--- src/rtl/flags_ctrl_pkg.sv ---
// Shared types and derived sizes for the matmul flags sequencer.
package flags_ctrl_pkg;

   localparam int unsigned DATA_WIDTH = 32;
   localparam int unsigned BUS_WIDTH  = 64;
   localparam int unsigned MAX_DIM    = BUS_WIDTH / DATA_WIDTH;
   localparam int unsigned N          = MAX_DIM * MAX_DIM;
   // CNT_W must hold the value N itself, so the count can never wrap.
   localparam int unsigned CNT_W      = $clog2(N + 1);
   localparam int unsigned IDX_W      = (N > 1) ? $clog2(N) : 1;

   typedef enum logic [2:0] {
      StIdle,
      StClear,
      StRun,
      StCapture,
      StSettle,
      StScan,
      StDone
   } state_e;

endpackage

--- src/rtl/flags_scan.sv ---
// Bit-serial scanner: one stored flag bit per enabled cycle, accumulating the
// set-bit count and latching the index of the lowest set bit.
module flags_scan
   import flags_ctrl_pkg::*;
(
   input  logic             clk_i,
   input  logic             rst_ni,
   input  logic             clear_i,
   input  logic             en_i,
   input  logic [N-1:0]     rdata_i,
   output logic [CNT_W-1:0] cnt_o,
   output logic [IDX_W-1:0] first_idx_o,
   output logic             last_o
);

   logic [IDX_W-1:0] idx_q;
   logic [CNT_W-1:0] cnt_q;
   logic [IDX_W-1:0] first_q;
   logic             found_q;
   logic             bit_s;

   assign bit_s       = rdata_i[idx_q];
   assign last_o      = (idx_q == IDX_W'(N - 1));
   assign cnt_o       = cnt_q;
   assign first_idx_o = first_q;

   // Scan position, running count and first-set-bit capture.
   always_ff @(posedge clk_i or negedge rst_ni) begin
      if (!rst_ni) begin
         idx_q   <= '0;
         cnt_q   <= '0;
         first_q <= '0;
         found_q <= 1'b0;
      end else if (clear_i) begin
         idx_q   <= '0;
         cnt_q   <= '0;
         first_q <= '0;
         found_q <= 1'b0;
      end else if (en_i) begin
         idx_q <= last_o ? '0 : idx_q + IDX_W'(1);
         cnt_q <= cnt_q + CNT_W'(bit_s);
         if (bit_s && !found_q) begin
            found_q <= 1'b1;
            first_q <= idx_q;
         end
      end
   end

endmodule

--- src/rtl/flags_ctrl.sv ---
// Matmul over/underflow flags sequencer: clears or keeps the flags register,
// captures the per-cell flag vector on matmul completion, then scans it into
// an any/count/first-index summary.
// Optional interrupt output enabled by defining FLAGS_CTRL_IRQ_EN.
module flags_ctrl
   import flags_ctrl_pkg::*;
(
   input  logic             clk_i,
   input  logic             rst_ni,
   input  logic             start_i,
   input  logic             accum_i,
   input  logic             matmul_done_i,
   input  logic [N-1:0]     ovf_vec_i,
   output logic             flags_we_o,
   output logic [N-1:0]     flags_wdata_o,
   input  logic [N-1:0]     flags_rdata_i,
   output logic             busy_o,
   output logic             done_o,
   output logic             ovf_any_o,
   output logic [CNT_W-1:0] ovf_cnt_o,
   output logic [IDX_W-1:0] first_idx_o,
   output logic             irq_o,
   input  logic             irq_clr_i
);

   state_e           state_q, state_d;
   logic             accum_q;
   logic [N-1:0]     cap_q;
   logic             start_acc;
   logic             scan_last;
   logic [CNT_W-1:0] scan_cnt;

   assign start_acc = (state_q == StIdle) && start_i;

   // Next-state logic.
   always_comb begin
      state_d = state_q;
      unique case (state_q)
         StIdle:    if (start_i) state_d = accum_i ? StRun : StClear;
         StClear:   state_d = StRun;
         StRun:     if (matmul_done_i) state_d = StCapture;
         StCapture: state_d = StSettle;
         StSettle:  state_d = StScan;
         StScan:    if (scan_last) state_d = StDone;
         StDone:    state_d = StIdle;
         default:   state_d = StIdle;
      endcase
   end

   // State register.
   always_ff @(posedge clk_i or negedge rst_ni) begin
      if (!rst_ni) state_q <= StIdle;
      else         state_q <= state_d;
   end

   // Accumulate mode and the merged write data; register read data is taken in RUN
   // because the register reads back 0 during the CAPTURE write.
   always_ff @(posedge clk_i or negedge rst_ni) begin
      if (!rst_ni) begin
         accum_q <= 1'b0;
         cap_q   <= '0;
      end else begin
         if (start_acc) accum_q <= accum_i;
         if ((state_q == StRun) && matmul_done_i) begin
            cap_q <= accum_q ? (flags_rdata_i | ovf_vec_i) : ovf_vec_i;
         end
      end
   end

   // Flags register write port.
   always_comb begin
      flags_we_o    = 1'b0;
      flags_wdata_o = '0;
      if (state_q == StClear) begin
         flags_we_o = 1'b1;
      end else if (state_q == StCapture) begin
         flags_we_o    = 1'b1;
         flags_wdata_o = cap_q;
      end
   end

   flags_scan u_scan (
      .clk_i       (clk_i),
      .rst_ni      (rst_ni),
      .clear_i     (start_acc || (state_q == StSettle)),
      .en_i        (state_q == StScan),
      .rdata_i     (flags_rdata_i),
      .cnt_o       (scan_cnt),
      .first_idx_o (first_idx_o),
      .last_o      (scan_last)
   );

   assign busy_o    = (state_q != StIdle);
   assign done_o    = (state_q == StDone);
   assign ovf_cnt_o = scan_cnt;
   assign ovf_any_o = (scan_cnt != '0);

`ifdef FLAGS_CTRL_IRQ_EN
   logic irq_q;

   // Sticky interrupt; clear has priority over a same-cycle set.
   always_ff @(posedge clk_i or negedge rst_ni) begin
      if (!rst_ni)                             irq_q <= 1'b0;
      else if (irq_clr_i)                      irq_q <= 1'b0;
      else if ((state_q == StDone) && ovf_any_o) irq_q <= 1'b1;
   end

   assign irq_o = irq_q;
`else
   logic unused_irq_clr;
   assign unused_irq_clr = irq_clr_i;
   assign irq_o          = 1'b0;
`endif

endmodule

--- config.mk ---
export PLATFORM = sky130hd
export DESIGN_NAME = flags_ctrl
export DESIGN_NICKNAME = d
export VERILOG_FILES = /design/src/rtl/flags_ctrl_pkg.sv /design/src/rtl/flags_scan.sv /design/src/rtl/flags_ctrl.sv
export SDC_FILE = /design/constraint.sdc
export NUM_CORES = 1
export LEC_CHECK = 0
export BUFFER_PORTS_ARGS = -buffer_cell sky130_fd_sc_hd__buf_4
export CORE_MARGIN = 2
export CORE_UTILIZATION = 52
export CTS_CLUSTER_DIAMETER = 40
export CTS_CLUSTER_SIZE = 30
export DETAILED_ROUTE_END_ITERATION = 16
export GPL_TIMING_DRIVEN = 0
export PLACE_DENSITY = 0.9
export SYNTH_ARGS = -nofsm -noshare
export SYNTH_HDL_FRONTEND = slang
export SYNTH_SLANG_ARGS = --single-unit
--- constraint.sdc ---
create_clock -name clk_i -period 2.65 [get_ports clk_i]
set_input_delay 0.1325 -clock clk_i [delete_from_list [all_inputs] [get_ports clk_i]]
set_output_delay 0.1325 -clock clk_i [all_outputs]
set_load 0.01 [all_outputs]
=== Word-level counts from Yosys, hierarchy flattened ===
Index checks and enable logic that the tools add are counted.

* Bits of input ports: 14
* Word-level logic and storage cells: 56
* Output and inout bits: 14
* Register bits: 16

* Eq/ne operators: 10
* Add/sub/neg operators: 2
* Multiplexer cells: 23
* Reduce and logical (&&, ||, !) cells: 12
* Magnitude comparators: 1
* Bitwise operators: 1

{| class="wikitable"
|+ Operators with widths
! kind !! number
|-
| case mux 3 bit (6 select lines) || 1
|-
| 2-to-1 mux 3 bit || 5
|-
| 2-to-1 mux 2 bit || 7
|-
| 2-to-1 mux 4 bit || 3
|-
| == test 3 bit, second input constant || 3
|-
| == test 3 x 2 -> 1 bit, second input constant || 2
|-
| 2-to-1 mux 1 bit || 6
|-
| inequality test 2 bit, second input constant || 3
|-
| nonzero test 3 bit || 2
|-
| bitwise OR 4 bit || 1
|-
| nonzero test 2 bit || 2
|-
| adder 3 x 1 -> 3 bit || 1
|-
| == test 3 x 1 -> 1 bit, second input constant || 1
|-
| logical AND 1 bit || 3
|-
| zero test 3 bit || 1
|-
| < comparator 2 x 3 -> 1 bit, second input constant || 1
|-
| AND reduction 3 bit || 1
|-
| adder 2 x 1 -> 2 bit, second input constant || 1
|-
| binary-select mux 1 bit (select 2 bit) || 1
|-
| == test 2 bit, second input constant || 1
|-
| AND reduction 2 bit || 1
|-
| zero test 1 bit || 1
|-
| logical OR 1 bit || 1
|}

=== Logic depth before layout (Yosys ltp) ===
Gate-level depths: netlist of the first run.

* Depth after elaboration: 6
* Mapped depth: 5
* Gate-level depth less buffers: 5

=== Cells and area by module ===
From an unflattened synthesis of the first run, not the netlist that was laid out.

* Cells, all modules: 85
* Area, all modules: 934.6 µm²

{| class="wikitable"
|+ Modules (own cells, without submodules)
! module !! seq. area each (µm²) !! area each (µm²) !! cells each !! times used
|-
| flags_ctrl || 200.2 || 486.7 || 46 || 1
|-
| flags_scan || 200.2 || 447.9 || 39 || 1
|}

=== Worst setup path after synthesis of the first run ===
Ideal clock, no wire load.

* Kind: register to register
* Start: register u_scan.idx_q[0]
* End: register u_scan.cnt_q[2], in the netlist u_scan.cnt_o[2]
* Buffers on the path: 0
* Library setup time: 121 ps
* Data arrival time: 1595 ps
* Stages on the path, launching flop included: 6
* Slack: 934 ps
* Required time: 2529 ps
* Clock period less this slack: 1716 ps
* Path through: dfrtp_1 -> mux4_2 -> ha_1 -> ha_1 -> nor2b_1 -> a22o_1

* Longest elaborated chain between the ends: 5

{| class="wikitable"
|+ RTL lines
! element !! RTL line !! text
|-
| start, declared || flags_scan.sv:16 || <nowiki>logic [IDX_W-1:0] idx_q;</nowiki>
|-
| start signal, assigned || flags_scan.sv:40 || <nowiki>idx_q <= last_o ? '0 : idx_q + IDX_W'(1);</nowiki>
|-
| binary-select mux 1 bit (select 2 bit) || flags_scan.sv:22 || <nowiki>assign bit_s = rdata_i[idx_q];</nowiki>
|-
| 2-to-1 mux 1 bit (not written as such) || flags_scan.sv:22 ||
|-
| adder 3 x 1 -> 3 bit || flags_scan.sv:41 || <nowiki>cnt_q <= cnt_q + CNT_W'(bit_s);</nowiki>
|-
| 2-to-1 mux 3 bit || flags_scan.sv:39 || <nowiki>end else if (en_i) begin</nowiki>
|-
| 2-to-1 mux 3 bit || flags_scan.sv:34 || <nowiki>end else if (clear_i) begin</nowiki>
|-
| end signal, assigned || flags_scan.sv:41 ||
|-
| end, declared || flags_scan.sv:17 || <nowiki>logic [CNT_W-1:0] cnt_q;</nowiki>
|}

Every way passes these cells. The select of a mux whose other input is x is not followed.
A chain may end at the register's enable or synchronous reset.

=== Worst setup path in the final report of the first run ===
* Start: register state_q[1]
* End: output flags_wdata_o[3]

* Longest elaborated chain between the ends: 3
* Elaborated cells between the ends (all ways): 4
* Classes of those cells: eq/ne: 2; mux: 2

{| class="wikitable"
|+ RTL lines
! element !! RTL line !! text
|-
| start, declared || flags_ctrl.sv:26 || <nowiki>state_e state_q, state_d;</nowiki>
|-
| start signal, assigned || flags_ctrl.sv:52 || <nowiki>if (!rst_ni) state_q <= StIdle;</nowiki>
|-
| start signal, assigned || flags_ctrl.sv:53 || <nowiki>else state_q <= state_d;</nowiki>
|-
| == test 3 x 2 -> 1 bit || flags_ctrl.sv:76 || <nowiki>end else if (state_q == StCapture) begin</nowiki>
|-
| 2-to-1 mux 4 bit || flags_ctrl.sv:76 ||
|-
| 2-to-1 mux 4 bit (*) || flags_ctrl.sv:74 || <nowiki>if (state_q == StClear) begin</nowiki>
|-
| end, declared || flags_ctrl.sv:15 || <nowiki>output logic [N-1:0] flags_wdata_o,</nowiki>
|}

Every way passes the cells marked *; elsewhere a longest branch is shown, timed or not.

==> results.md, run 1 <==
- Cell accounting for the most synthesized area: dfrtp_1
- Netlist cell types: 31
- Critical path required time: 2520 ps
- Worst-Margin Slew: 572 ps
- Data arrival time of the critical path: around 1700 ps
- TNS Setup: 0 ps
- Async S/R FF share, synth: 100%
- Hold Fails Final Rpt: 0
- Endpoint class of the critical path: output pin
- Root Driver: clkbuf_4
- Main synth FF type: dfrtp_1
- Clock Path Buffers: 2
- RSZ-0062 raised after global routing: false
- # IOs: 28
- Vias in the first global route: between 600 and 700
- Die area: about 2000 um^2
- Via count: approximately 720
- Pin count of the biggest net entering global routing: 17
- Final HPWL DP: about 1400 um
- Layout Nets: 130
- Final Worst Setup Slack: 774 ps
- Top-area cell type share of the netlist area: between 40% and 50%
- Cell-internal power: 0.633 mW
- Fmax: 533 MHz
- Clock power frac: roughly 16%
- Hold_buf cts: 1
- Crit Path Category: flop to output pin
- Status: complete, no violations
- DRT Pass-1 Iters: 4
- Die Wd: approximately 44 um
- Tmin final: around 1900 ps
- PortBufs: 25
- Avg Cell Area, Syn: slightly above 10 um^2
- Residual DRC: 0
- Setup Buffers After CTS: 0
- Starting density of the core: between 50% and 60%
- Slew HR: 61.6%
- Startpoint types: flop
- Dpl ws: approximately 790 ps
- Leak: roughly 0.56 nW
- Crit path max fanout: 7
- Clock Skew: 2.39 ps
- Grt total ovfl: 0
- Fillers: approximately 120
- Finish-stage setup viols: 0
- Seq pwr share: ~40%
- CTS clk-pin slew, worst paths: ~90 ps
- Net Sw Frac: 38.0%
- Rows: 14
- Synthesized instance count: 82
- Post_cts resized: 0
- Peak VDD IR: approximately 0.00049 V
- Ant. Diodes: 0
- Area growth syn-to-layout: 30.3%
- Post-synth EDFFs: 0
- Clk sinks: 16
- Routability congestion estimate: 0.838
- PwrDens: 933 nW/um^2
- Period utilisation layout: a little over two thirds
- Via-to-Cell Ratio: between 5 and 6
- Post-synthesis register bit count: 16
- Core footprint: about 1500 um^2
- Htree depth: 1
- CTS buffer count: 3
- Worst hold path class: input port to flop
- Synth warnings: 0
- WL final: roughly 1800 um
- Worst-Skew Late Latency: 290 ps
- Syn nets: roughly 100
- First-pass GRT wire length: roughly 3000 um
- Most common cell after layout, fill and taps aside: buf_4
- Initial antenna violation count: 0
- CTS tree: built
- Seq/Total Area, Yosys: a little under half
- 1st-iter DRT viols: 8
- MaxCap Viol Count: 0
- GRT Total Usage: between 20% and 30%
- DRT antenna net count: 0
- Worst hold slack: 91.2 ps
- Fin. max-slew vios: 0
- Area of the mapped netlist: 840 um^2
- Most frequent cells in the layout: 26 x buf_4, 16 x dfrtp_1, 11 x a21oi_1
- Synth top area cells: dfrtp_1 48%, a21oi_1 6.6%, ha_1 4.5%
- Drt wl/cell: between 10 and 15 um
- Comb pwr share: 43.9%
- Die height: 44.2 um
- Sw power: between 0.3 and 0.4 mW
- Layout cells sized above 1: between 30% and 40%
## cells by family after synthesis
kind of cell    synth area share (%)
fa+ha+maj                       4.47
flops                           47.7
compound gates                  21.9
simple gates                    14.2
buf+inv                         4.92
mux                             6.41
other cells                    0.447
## metrics by stage
stage               total power [mW]  cell area (um^2)  util (%)  instances
finish                          1.02              1090      72.6        128
floorplan                      0.681               840         -         82
global placement               0.830              1050      69.5        123
global route                    1.10              1090      72.6        128
CTS                             1.03              1090      72.6        128
detailed placement             0.858              1050      69.5        123
## synthesized netlist by cell type (2+ instances only)
library cell / count
inv_1: 5
and3_1: 2
a21oi_1: 11
and2_1: 4
mux2i_1: 2
o21ai_0: 5
nor3_1: 2
dfrtp_1: 16
a22o_1: 4
nor2_1: 8
ha_1: 3
## sequential cells by signal, indices dropped and copies added, names as in the netlist
signal              cells
cap_q                   4
state_q                 3
u_scan.cnt_o            3
u_scan.first_idx_o      2
u_scan.idx_q            2
accum_q                 1
u_scan.found_q          1
## routing by layer
metal / track usage, % / routed length (um) / vias to the layer above
met4: 9.09 / 32 / 0
met5: 0 / 0 / -
met2: 35.3 / 923 / 15
met3: 4.90 / 60 / 5
met1: 28.1 / 790 / 343
li1: - / - / 359
## worst max-delay path: stages (launching register included)
cell and delay [ps]:
dfrtp_1 460, inv_1 150, nor3_1 510, and2_1 210, buf_4 120
## final cells by class
cell class | count | area [um^2] | area share, %
buffer | 3 | 22.5 | 2.06
clock buffer | 4 | 36.3 | 3.32
inverter | 5 | 18.8 | 1.72
multi-input combinational | 58 | 398 | 36.4
sequential | 16 | 400 | 36.6
tap | 16 | 20.0 | 1.83
timing repair buffer | 26 | 198 | 18.1
## path summary, 6_finish.rpt
check	slack [ps]	start	to	cells past startpoint
min	90	accum_i	accum_q	2
min in group asynchronous	220	rst_ni	u_scan.cnt_o[1]	2
max reg2reg	780	u_scan.idx_q[0]	u_scan.cnt_o[2]	5
max in group asynchronous	2250	rst_ni	u_scan.first_idx_o[1]	2
min reg2reg	530	cap_q[2]	cap_q[2]	2
max	770	state_q[1]	flags_wdata_o[3]	4
## power groups by stage
stage	combinational (mW)	clock (mW)	sequential [mW]
after detailed placement	0.449	0	0.409
after global placement	0.430	0	0.400
final	0.448	0.165	0.407
after floorplan	0.290	0	0.392
after global routing	0.498	0.180	0.421
after CTS	0.452	0.169	0.405
Note: power is estimated with default switching activity, not from simulation.
==> inputs of run 2 (changes only) <==
CORE_UTILIZATION = 48   (was 52)
PLACE_DENSITY = 0.85   (was 0.9)
clock period = 1.9 ns   (was 2.65 ns; I/O delays follow)
==> run 2 against run 1 <==
  * Sequential power rose by 39%
  * Total power is 40% higher
  * Cell count grew 0.78%
  * Sequential share of layout area hardly changed
  * Routed wire length grew 2.6%
  * Critical path depth is 1 higher
==> results.md, run 2 (synthesized netlist as in run 1, its figures left out) <==
- Ant. Diodes: 0 (unchanged)
- Worst-Skew Late Latency: 300 ps (about the same)
- FF/Latch Area: 402 um^2 (+0.31%)
- PwrDens: 1300 nW/um^2 (+39%)
- Area growth syn-to-layout: 30.6%
- Die height: 45.8 um (+3.7%)
- Fillers: 142 (+22%)
- CTS tree: built
- Max stage delay on crit path: 560 ps (+50 ps)
- Via-to-Cell Ratio: 5.62 (-0.36%)
- PortBufs: 25 (unchanged)
- Most frequent CP cell: ha_1
- Setup Buffers After CTS: 0 (unchanged)
- # IOs: 28 (unchanged)
- Vias in the first global route: 680 (+1.3%)
- Peak VDD IR: 0.000631 V (+30%)
- Cell family with most CP delay: multiplexers
- Clock Path Buffers: 2 (unchanged)
- Most common cell after layout, fill and taps aside: buf_4
- CTS buffer count: 3 (unchanged)
- CP Buf/Inv Count: 0 (-2)
- Pin count of the biggest net entering global routing: 17 (unchanged)
- Crit Path Category: flop to flop
- TNS Setup: 0 ps (unchanged)
- Routability congestion estimate: 0.768 (-8.4%)
- Slowest-stage cell, CP: mux4_2
- 1st-iter DRT viols: 18 (+10)
- DRT antenna net count: 0 (unchanged)
- Htree depth: 1 (unchanged)
- Leak: 0.554 nW (-0.28%)
- Finish-stage setup viols: 0 (unchanged)
- Clk sinks: 16 (unchanged)
- Cell-internal power: 0.885 mW (+40%)
- Comb pwr share: 44.0% (about the same)
- Most frequent cells in the layout: 26 x buf_4, 15 x dfrtp_1, 11 x a21oi_1
- Final HPWL DP: 1340 um (-1.3%)
- Critical path required time: 2100 ps (-420 ps)
- Crit path max fanout: 5 (-2)
- Core Util, Final: 64.9% (-7.7 points)
- Layout cells sized above 1: 33.9% (+0.89 points)
- Fmax: approximately 560 MHz
- Largest register FFs: 4 (unchanged)
- Die Wd: 45.8 um (+3.7%)
- Endpoint class of the critical path: flop
- Net Sw Frac: 37.9% (-0.071 points)
- Largest Register: cap_q
- Worst hold path class: input port to flop
- Clock power frac: 16.3% (about the same)
- Layout Nets: 130 (unchanged)
- Tmin final: 1800 ps
- Starting density of the core: 49.7% (-6.0 points)
- Via count: 725 (+0.42%)
- Seq pwr share: 39.7% (-0.2 points)
- Worst hold slack: 42.0 ps (-49.2 ps)
- Status: complete, no violations
- Initial antenna violation count: 0 (unchanged)
- Grt total ovfl: 0 (unchanged)
- Clock Skew: 1.50 ps (-0.889 ps)
- Core footprint: 1690 um^2 (+12%)
- CTS clk-pin slew, worst paths: 90 ps (about the same)
- Fin. max-slew vios: 0 (unchanged)
- Sw power: 0.540 mW (+39%)
- Startpoint types: flop
- Worst-Margin Slew: 495 ps (-77.0 ps)
- First-pass GRT wire length: 2840 um (-5.8%)
- WL final: 1850 um (+2.6%)
- Rows: 15 (+1)
- DRT Pass-1 Iters: 4 (unchanged)
- Period utilisation layout: 94.6%
- Drt wl/cell: 14.4 um (+1.8%)
- Residual DRC: 0 (unchanged)
- GRT Total Usage: 19.6% (-2.2 points)
- Data arrival time of the critical path: 2000 ps (+260 ps)
- Area of the multi-input gates: 398 um^2 (unchanged)
- Root Driver: clkbuf_4
- Worst path cell trace: mux4_2, ha_1, ha_1, nor2b_1, a22o_1
- Slew HR: 66.7% (+5.2 points)
- MaxCap Viol Count: 0 (unchanged)
- RSZ-0062 raised after global routing: false
- Hold Fails Final Rpt: 0 (unchanged)
- Die area: 2100 um^2 (+7.6%)
[run 2: layout make-up]
class,count,share of cell area [%]
Timing Repair Buffer,26,18.0
Sequential cell,16,36.6
Buffer,3,2.05
Multi-Input combinational cell,58,36.3
Clock buffer,4,3.31
Tap cell,17,1.94
Inverter,5,1.71
[run 2: path summary, 6_finish.rpt]
path | startpoint | to | slack [ps] | cells past startpoint
worst max-delay path | u_scan.idx_q[0] | u_scan.cnt_o[2] | 100 | 5
worst min-delay path | accum_i | accum_q | 40 | 2
min in group asynchronous | rst_ni | u_scan.cnt_o[1] | 180 | 2
max in group asynchronous | rst_ni | u_scan.idx_q[0] | 1520 | 2
worst max register to register | u_scan.idx_q[0] | u_scan.cnt_o[2] | 100 | 5
worst min register to register | u_scan.found_q | u_scan.found_q | 530 | 2
[run 2: what timing repair did]
item,in CTS,in global routing
hold buffers,1,0
endpoints found under the setup margin,0,1
endpoints found under the hold margin,16,0
gates resized for setup,0,1
[run 2: routing by layer]
| metal | share of wire [%] | track usage [%] | vias to the layer above | wire [um] |
|---|---|---|---|---|
| met3 | 3.6 | 4.76 | 5 | 67 |
| li1 | - | - | 355 | - |
| met2 | 50 | 31.5 | 18 | 931 |
| met4 | 2.3 | 12.0 | 0 | 42 |
| met5 | 0 | 0 | - | 0 |
| met1 | 44 | 23.3 | 347 | 812 |
[run 2: metrics by stage]
step           total power, mW  setup WS [ps]  instance area [um^2]  cells
6_report                  1.42            103                  1100    129
5_1_grt                   1.53           6.96                  1100    129
3_5_place_dp              1.19           60.2                  1050    124
2_1_floorplan            0.950            184                   840     82
3_3_place_gp              1.16           46.7                  1050    124
4_1_cts                   1.43           45.6                  1090    129
[run 2: power groups by stage]
stage	logic [mW]	clock network [mW]	registers, mW
3_3_place_gp	0.597	0	0.566
4_1_cts	0.629	0.235	0.561
3_5_place_dp	0.621	0	0.567
6_report	0.627	0.233	0.566
5_1_grt	0.694	0.255	0.581
2_1_floorplan	0.404	0	0.546
